**config.mk**
```make
export PLATFORM = sky130hd
export DESIGN_NAME = cgra_scalar_sequencer_flat
export DESIGN_NICKNAME = d
export VERILOG_FILES = /design/src/rtl/cgra_scalar_sequencer_if.sv /design/src/rtl/cgra_scalar_sequencer.sv /design/src/flat_wrapper.sv
export SDC_FILE = /design/constraint.sdc
export NUM_CORES = 1
export LEC_CHECK = 0
export BUFFER_PORTS_ARGS = -buffer_cell sky130_fd_sc_hd__buf_2
export CAP_MARGIN = 20
export CORE_MARGIN = 1.5
export CORE_UTILIZATION = 66
export CTS_BUF_LIST = sky130_fd_sc_hd__clkbuf_16
export DETAILED_ROUTE_END_ITERATION = 7
export PLACE_DENSITY_LB_ADDON = 0.05
export SETUP_SLACK_MARGIN = 0.4
export SYNTH_ARGS = -nofsm -noshare
export SYNTH_HDL_FRONTEND = slang
export SYNTH_SLANG_ARGS = --single-unit
export TNS_END_PERCENT = 10
```
**constraint.sdc**
```tcl
create_clock -name clk -period 15.8 [get_ports clk]
set_input_delay 0.79 -clock clk [delete_from_list [all_inputs] [get_ports clk]]
set_output_delay 0.79 -clock clk [all_outputs]
set_load 0.05 [all_outputs]
```
**src/rtl/cgra_scalar_sequencer_if.sv**
```systemverilog
// Bus bundle between the scalar sequencer and its environment: program
// load port, run handshake, scalar PE drive/return and register readout.
interface cgra_scalar_sequencer_if #(
  parameter int DW  = 32,
  parameter int PCW = 4
);
  logic            prog_we;
  logic [PCW-1:0]  prog_addr;
  logic [DW+11:0]  prog_data;
  logic            start;
  logic            busy;
  logic            done;
  logic            timeout;
  logic [DW-1:0]   pe_inp1;
  logic [DW-1:0]   pe_inp2;
  logic [DW-1:0]   pe_imm;
  logic [2:0]      pe_op;
  logic [DW-1:0]   pe_out1;
  logic            pe_flag_eq;
  logic [2:0]      dbg_addr;
  logic [DW-1:0]   dbg_data;

  // Sequencer side.
  modport master (
    input  prog_we, prog_addr, prog_data, start, pe_out1, pe_flag_eq, dbg_addr,
    output busy, done, timeout, pe_inp1, pe_inp2, pe_imm, pe_op, dbg_data
  );

  // Environment side: host, scalar PE and debug reader.
  modport slave (
    output prog_we, prog_addr, prog_data, start, pe_out1, pe_flag_eq, dbg_addr,
    input  busy, done, timeout, pe_inp1, pe_inp2, pe_imm, pe_op, dbg_data
  );
endinterface

```
**src/rtl/cgra_scalar_sequencer.sv**
```systemverilog
// Scalar-path control sequencer: program memory, 8-entry register file
// (r0 hardwired to zero), IDLE/FETCH/EXEC FSM driving the scalar PE, and a
// step-limit watchdog that bounds every run.
module cgra_scalar_sequencer #(
  parameter int dwidth_int = 32,
  parameter int IMEM_DEPTH = 16,
  parameter int MAX_STEPS  = 1024
) (
  input  logic                     clk,
  input  logic                     rst,
  cgra_scalar_sequencer_if.master  bus
);
  localparam int PCW = $clog2(IMEM_DEPTH);
  localparam int IW  = dwidth_int + 12;
  localparam int SCW = $clog2(MAX_STEPS + 1);

  localparam logic [1:0] S_IDLE  = 2'd0;
  localparam logic [1:0] S_FETCH = 2'd1;
  localparam logic [1:0] S_EXEC  = 2'd2;

  localparam logic [2:0] OP_LUI  = 3'b000;
  localparam logic [2:0] OP_ADDI = 3'b001;
  localparam logic [2:0] OP_BEQ  = 3'b010;
  localparam logic [2:0] OP_HALT = 3'b111;

  logic [1:0]            state_q, state_d;
  logic [PCW-1:0]        pc_q, pc_d;
  logic [IW-1:0]         ir_q, ir_d;
  logic [SCW-1:0]        steps_q, steps_d;
  logic                  done_q, done_d;
  logic                  timeout_q, timeout_d;
  logic [IW-1:0]         imem_q [IMEM_DEPTH];
  logic [dwidth_int-1:0] regs_q [8];
  logic                  rf_we;
  logic [2:0]            rf_waddr;
  logic [dwidth_int-1:0] rf_wdata;

  logic [2:0]            ir_op, ir_rd, ir_rs1, ir_rs2;
  logic [dwidth_int-1:0] ir_imm;

  assign ir_op  = ir_q[IW-1 -: 3];
  assign ir_rd  = ir_q[dwidth_int+8 -: 3];
  assign ir_rs1 = ir_q[dwidth_int+5 -: 3];
  assign ir_rs2 = ir_q[dwidth_int+2 -: 3];
  assign ir_imm = ir_q[dwidth_int-1:0];

  assign bus.busy     = (state_q != S_IDLE);
  assign bus.done     = done_q;
  assign bus.timeout  = timeout_q;
  assign bus.dbg_data = regs_q[bus.dbg_addr];

  // Next-state logic: run handshake, fetch, execute/commit and watchdog.
  always_comb begin
    // NOTE: every output gets a default first so no path infers a latch.
    state_d   = state_q;
    pc_d      = pc_q;
    ir_d      = ir_q;
    steps_d   = steps_q;
    done_d    = 1'b0;
    timeout_d = timeout_q;
    rf_we     = 1'b0;
    rf_waddr  = ir_rd;
    rf_wdata  = '0;
    case (state_q)
      S_IDLE: begin
        if (bus.start) begin
          state_d   = S_FETCH;
          pc_d      = '0;
          steps_d   = '0;
          timeout_d = 1'b0;
        end
      end
      S_FETCH: begin
        ir_d    = imem_q[pc_q];
        state_d = S_EXEC;
      end
      S_EXEC: begin
        if (ir_op == OP_HALT) begin
          state_d = S_IDLE;
          done_d  = 1'b1;
        end else begin
          if (ir_op == OP_LUI) begin
            rf_we    = (ir_rd != 3'd0);
            rf_wdata = ir_imm;
          end else if (ir_op == OP_ADDI) begin
            rf_we    = (ir_rd != 3'd0);
            rf_wdata = bus.pe_out1;
          end
          // pc+1 wraps naturally at IMEM_DEPTH-1 in PCW bits.
          pc_d    = (ir_op == OP_BEQ && bus.pe_flag_eq) ? ir_imm[PCW-1:0]
                                                        : pc_q + PCW'(1);
          steps_d = steps_q + SCW'(1);
          if (steps_d == SCW'(MAX_STEPS)) begin
            state_d   = S_IDLE;
            done_d    = 1'b1;
            timeout_d = 1'b1;
          end else begin
            state_d = S_FETCH;
          end
        end
      end
      default: state_d = S_IDLE;
    endcase
  end

  // PE drive: live operands only in EXEC, otherwise a neutral halt opcode.
  always_comb begin
    bus.pe_op   = OP_HALT;
    bus.pe_inp1 = '0;
    bus.pe_inp2 = '0;
    bus.pe_imm  = '0;
    if (state_q == S_EXEC) begin
      bus.pe_op   = ir_op;
      bus.pe_inp1 = regs_q[ir_rs1];
      bus.pe_inp2 = regs_q[ir_rs2];
      bus.pe_imm  = ir_imm;
    end
  end

  // Control state registers.
  always_ff @(posedge clk or posedge rst) begin
    // NOTE: sequential state uses non-blocking assignments only.
    if (rst) begin
      state_q   <= S_IDLE;
      pc_q      <= '0;
      ir_q      <= '0;
      steps_q   <= '0;
      done_q    <= 1'b0;
      timeout_q <= 1'b0;
    end else begin
      state_q   <= state_d;
      pc_q      <= pc_d;
      ir_q      <= ir_d;
      steps_q   <= steps_d;
      done_q    <= done_d;
      timeout_q <= timeout_d;
    end
  end

  // Register file write-back; r0 is never written so it always reads zero.
  always_ff @(posedge clk or posedge rst) begin
    if (rst) begin
      for (int i = 0; i < 8; i++) regs_q[i] <= '0;
    end else if (rf_we) begin
      regs_q[rf_waddr] <= rf_wdata;
    end
  end

  // Program memory load, accepted only while idle.
  always_ff @(posedge clk) begin
    // NOTE: program memory has no reset so it can map onto plain RAM.
    if (bus.prog_we && state_q == S_IDLE) imem_q[bus.prog_addr] <= bus.prog_data;
  end
endmodule

```
**src/flat_wrapper.sv**
```systemverilog
// flat-port wrapper written by rule: the top's interface ports become plain ports
module cgra_scalar_sequencer_flat 
#(
  parameter int dwidth_int = 32,
  parameter int IMEM_DEPTH = 16,
  parameter int MAX_STEPS  = 1024
)
  (clk, rst, bus_prog_we, bus_prog_addr, bus_prog_data, bus_start, bus_pe_out1, bus_pe_flag_eq, bus_dbg_addr, bus_busy, bus_done, bus_timeout, bus_pe_inp1, bus_pe_inp2, bus_pe_imm, bus_pe_op, bus_dbg_data);
  cgra_scalar_sequencer_if #(.DW((32)), .PCW(4)) bus_i ();
  input  logic clk;
  input  logic rst;
  input wire logic [$bits(bus_i.prog_we)-1:0] bus_prog_we;
  input wire logic [$bits(bus_i.prog_addr)-1:0] bus_prog_addr;
  input wire logic [$bits(bus_i.prog_data)-1:0] bus_prog_data;
  input wire logic [$bits(bus_i.start)-1:0] bus_start;
  input wire logic [$bits(bus_i.pe_out1)-1:0] bus_pe_out1;
  input wire logic [$bits(bus_i.pe_flag_eq)-1:0] bus_pe_flag_eq;
  input wire logic [$bits(bus_i.dbg_addr)-1:0] bus_dbg_addr;
  output wire logic [$bits(bus_i.busy)-1:0] bus_busy;
  output wire logic [$bits(bus_i.done)-1:0] bus_done;
  output wire logic [$bits(bus_i.timeout)-1:0] bus_timeout;
  output wire logic [$bits(bus_i.pe_inp1)-1:0] bus_pe_inp1;
  output wire logic [$bits(bus_i.pe_inp2)-1:0] bus_pe_inp2;
  output wire logic [$bits(bus_i.pe_imm)-1:0] bus_pe_imm;
  output wire logic [$bits(bus_i.pe_op)-1:0] bus_pe_op;
  output wire logic [$bits(bus_i.dbg_data)-1:0] bus_dbg_data;
  assign bus_i.prog_we = bus_prog_we;
  assign bus_i.prog_addr = bus_prog_addr;
  assign bus_i.prog_data = bus_prog_data;
  assign bus_i.start = bus_start;
  assign bus_i.pe_out1 = bus_pe_out1;
  assign bus_i.pe_flag_eq = bus_pe_flag_eq;
  assign bus_i.dbg_addr = bus_dbg_addr;
  assign bus_busy = bus_i.busy;
  assign bus_done = bus_i.done;
  assign bus_timeout = bus_i.timeout;
  assign bus_pe_inp1 = bus_i.pe_inp1;
  assign bus_pe_inp2 = bus_i.pe_inp2;
  assign bus_pe_imm = bus_i.pe_imm;
  assign bus_pe_op = bus_i.pe_op;
  assign bus_dbg_data = bus_i.dbg_data;
  cgra_scalar_sequencer #(.dwidth_int(dwidth_int), .IMEM_DEPTH(IMEM_DEPTH), .MAX_STEPS(MAX_STEPS)) u_core (.clk(clk), .rst(rst), .bus(bus_i));
endmodule
```
==> results.yml <==
routing:
  wire_per_inst_um: 28.6
  routed_wirelength_mm: 112
  detail_route.iter0.violations: 2989
  via_per_inst: 6.80
  routed-via-count: 26652
  ant_nets: 0
  first_pass_iters: 5
  drc: 0
sta:
  fin_tns_setup_ns: 0
  worst-slew-pin-transition_ns: 1.12
  max-slew-margin-rel_pct: 25.5
  finalCriticalPeriod_ns: 4.17
  rsz0062_at_grt: "no"
  setup_viol_count_final: 0
  hold_viol: 0
  period_share_pct: 26.4
  fmax_mhz: 240
  clock_skew_ns: 0.0333
  slew_viol_final: 0
place:
  numPortBuffers: 221
  dpl.cell_count: 3722
  dp_hpwl_mm: 60.8
  routabilityCongestion: 0.861
layout:
  drive_above_1_share_pct: 29.2
  stdcell_count: 3922
  area_growth_pct: 11.5
  layout_commonest_cell: "edfxtp_1"
  final_cell_mix: "edfxtp_1 (704), dfrtp_1 (310), mux4_2 (280), nand2_1 (261), mux2i_1 (244)"
  nets: 3045
floorplan:
  core_area_sq_um: 67500
  rows: 95
  die-height_um: 265
  die-area_sq_um: 70100
  ios: 222
  die_w_um: 265
  start_util_pct: 66.9
pwr:
  switching_share_pct: 35.1
  p_clk_share_pct: 27.2
  p_int_uw: 5710
  peakVddDrop_v: 0.000105
  switching_power_uw: 3090
  p_seq_share_pct: 40.1
  combPwrFrac_pct: 32.7
  p_per_area_nw_per_um2: 175
  total_leakage_power_uw: 0.0185
cts:
  cts-root-buf: "clkbuf_16"
  cts_made_buffers: 99
  cts_hold_buf: 0
  post_cts_buffers: 0
  clock_latency_ns: 0.67
  cts_tree: "done"
  post_cts_resized: 0
  ctsHtreeMaxLevel: 3
  cts_sinks: 1023
  clk_pin_slew_ns: 0.06
  cts_buffer_depth: 3
global_routing:
  grt_first_pass_wirelength_mm: 168
  overflow: 0
  track_usage_pct: 32.5
  grt_max_degree: 112
  antenna_found_initial: 11
  grt_pass1_vias: 27176
worst_setup_path:
  critPathLaunchType: "register"
  cp_max_fo: 38
  arrival_ns: 3.38
  reg2reg_slack_ns: 11.67
  criticalPathCategory: "register to output port"
  crit_end: "bus_pe_inp2[4]"
  r2r-start: "u_core.pc_q[1]"
  cp-end-kind: "output port"
  crit_required_ns: 15.01
  r2r_end: "u_core.ir_q[15]"
  worst_r2r_path_depth: 8
  critPathLaunch: "u_core.ir_q[32]"
synth:
  synth_cells: 2813
  synth_edf_count: 704
  synthXorXnorAreaFrac_pct: 0.0388
  synth_seq_area_share_pct: 64.4
  syn_area_sq_um: 45200
  synth_cell_type_count: 54
  avgSynthCellArea_sq_um: 16.1
  synthSimpleGateAreaFrac_pct: 5.71
  synth_compound_area_share_pct: 4.60
  synthAdderAreaFrac_pct: 0.0554
  syn-num-nets: 2903
  synth.area.mux_share_pct: 22.5
  async_reset_ff_share_pct: 31.2
  synth_ff_type: "edfxtp_1"
  synth_top_family_by_area: "multiplexers"
  ys_seq_elements: 1023
  yosysWarnings: 0
flow_run:
  maxCapViolations: 0
status:
  status: "complete, no violations"
min_path:
  hold_class: "input pin to async pin"
-- metal layers --
metal / vias up / global-route usage [%] / part of all wire, %
met5: - / 0 / 0.029
met4: 6 / 11.7 / 3.0
met3: 235 / 4.97 / 8.0
met2: 1294 / 55.1 / 51
met1: 13835 / 43.6 / 38
li1: 11282 / - / -
-- critical path: stages, from the launching register on --
cell	delay, ns
dfrtp_4	0.95
buf_4	0.63
mux4_2	0.59
mux2i_1	0.16
nor2_1	0.08
buf_2	0.26
-- kinds of logic (layout without fill, tap and decap cells) --
family | Yosys count | after routing
flip-flops | 1023 | 1023
other | 0 | 7
multiplexers | 652 | 652
XOR/XNOR | 2 | 2
AND/OR/NAND/NOR | 562 | 562
adder cells (fa/ha/maj) | 2 | 2
buffers and inverters | 245 | 474
AO/OA/AOI/OAI | 327 | 327
-- layout make-up --
class,count,area [sq um]
antenna,7,17.5
clock buffer,102,2550
fill,4097,17100
inverter,3,18.8
timing repair buffer,283,1670
sequential,1023,29100
clock inverter,86,779
tap,873,1090
multi-input combinational,1545,15100
-- how the worst min path moves through the flow --
stage                         endpoint               start  cells past startpoint
floorplan           u_core.regs_q[224]  u_core.regs_q[224]                      1
finish              u_core.regs_q[229]                 rst                      2
global placement    u_core.regs_q[226]  u_core.regs_q[226]                      0
CTS                 u_core.regs_q[229]                 rst                      2
detailed placement  u_core.regs_q[241]  u_core.regs_q[241]                      0
global route        u_core.regs_q[229]                 rst                      2
-- cell usage after synthesis (31+ instances only) --
cell	n	area [sq um]
a22o_1	31	272
a22oi_1	88	661
a31oi_1	45	282
and2_1	65	407
buf_2	76	380
clkbuf_1	117	439
dfrtp_1	319	7980
edfxtp_1	704	21100
mux2_2	127	1430
mux2i_1	244	2440
mux4_2	280	6310
nand2_1	261	980
nand4_1	47	294
nor2_1	124	465
o21ai_0	127	636
-- state kept, by name, indices dropped and copies added, names as in the netlist --
name / count
u_core.bus.timeout: 1
u_core.bus.done: 1
u_core.steps_q: 11
u_core.regs_q: 256
u_core.state_q: 2
u_core.ir_q: 44
u_core.pc_q: 4
u_core.imem_q: 704
-- power groups by stage --
stage | combinational [uW] | clock (uW) | sequential [uW]
2_1_floorplan | 2330 | 0 | 3340
3_3_place_gp | 2760 | 0 | 3560
3_5_place_dp | 2820 | 0 | 3590
4_1_cts | 2830 | 2420 | 3540
5_1_grt | 3060 | 2530 | 3560
6_report | 2880 | 2390 | 3530
-- metrics by stage --
stage | hold WS (ns) | setup WS (ns) | util, % | power (uW) | cell area (sq um)
3_5_place_dp | 0.403 | 11.41 | 69.4 | 6410 | 46900
2_1_floorplan | 0.458 | 6.18 | - | 5670 | 45200
4_1_cts | 0.309 | 11.40 | 74.4 | 8790 | 50200
3_3_place_gp | 0.393 | 11.51 | 69.4 | 6320 | 46900
5_1_grt | 0.332 | 11.40 | 74.6 | 9150 | 50400
6_report | 0.263 | 11.63 | 74.6 | 8800 | 50400
Power figures use the tool's default switching activity.
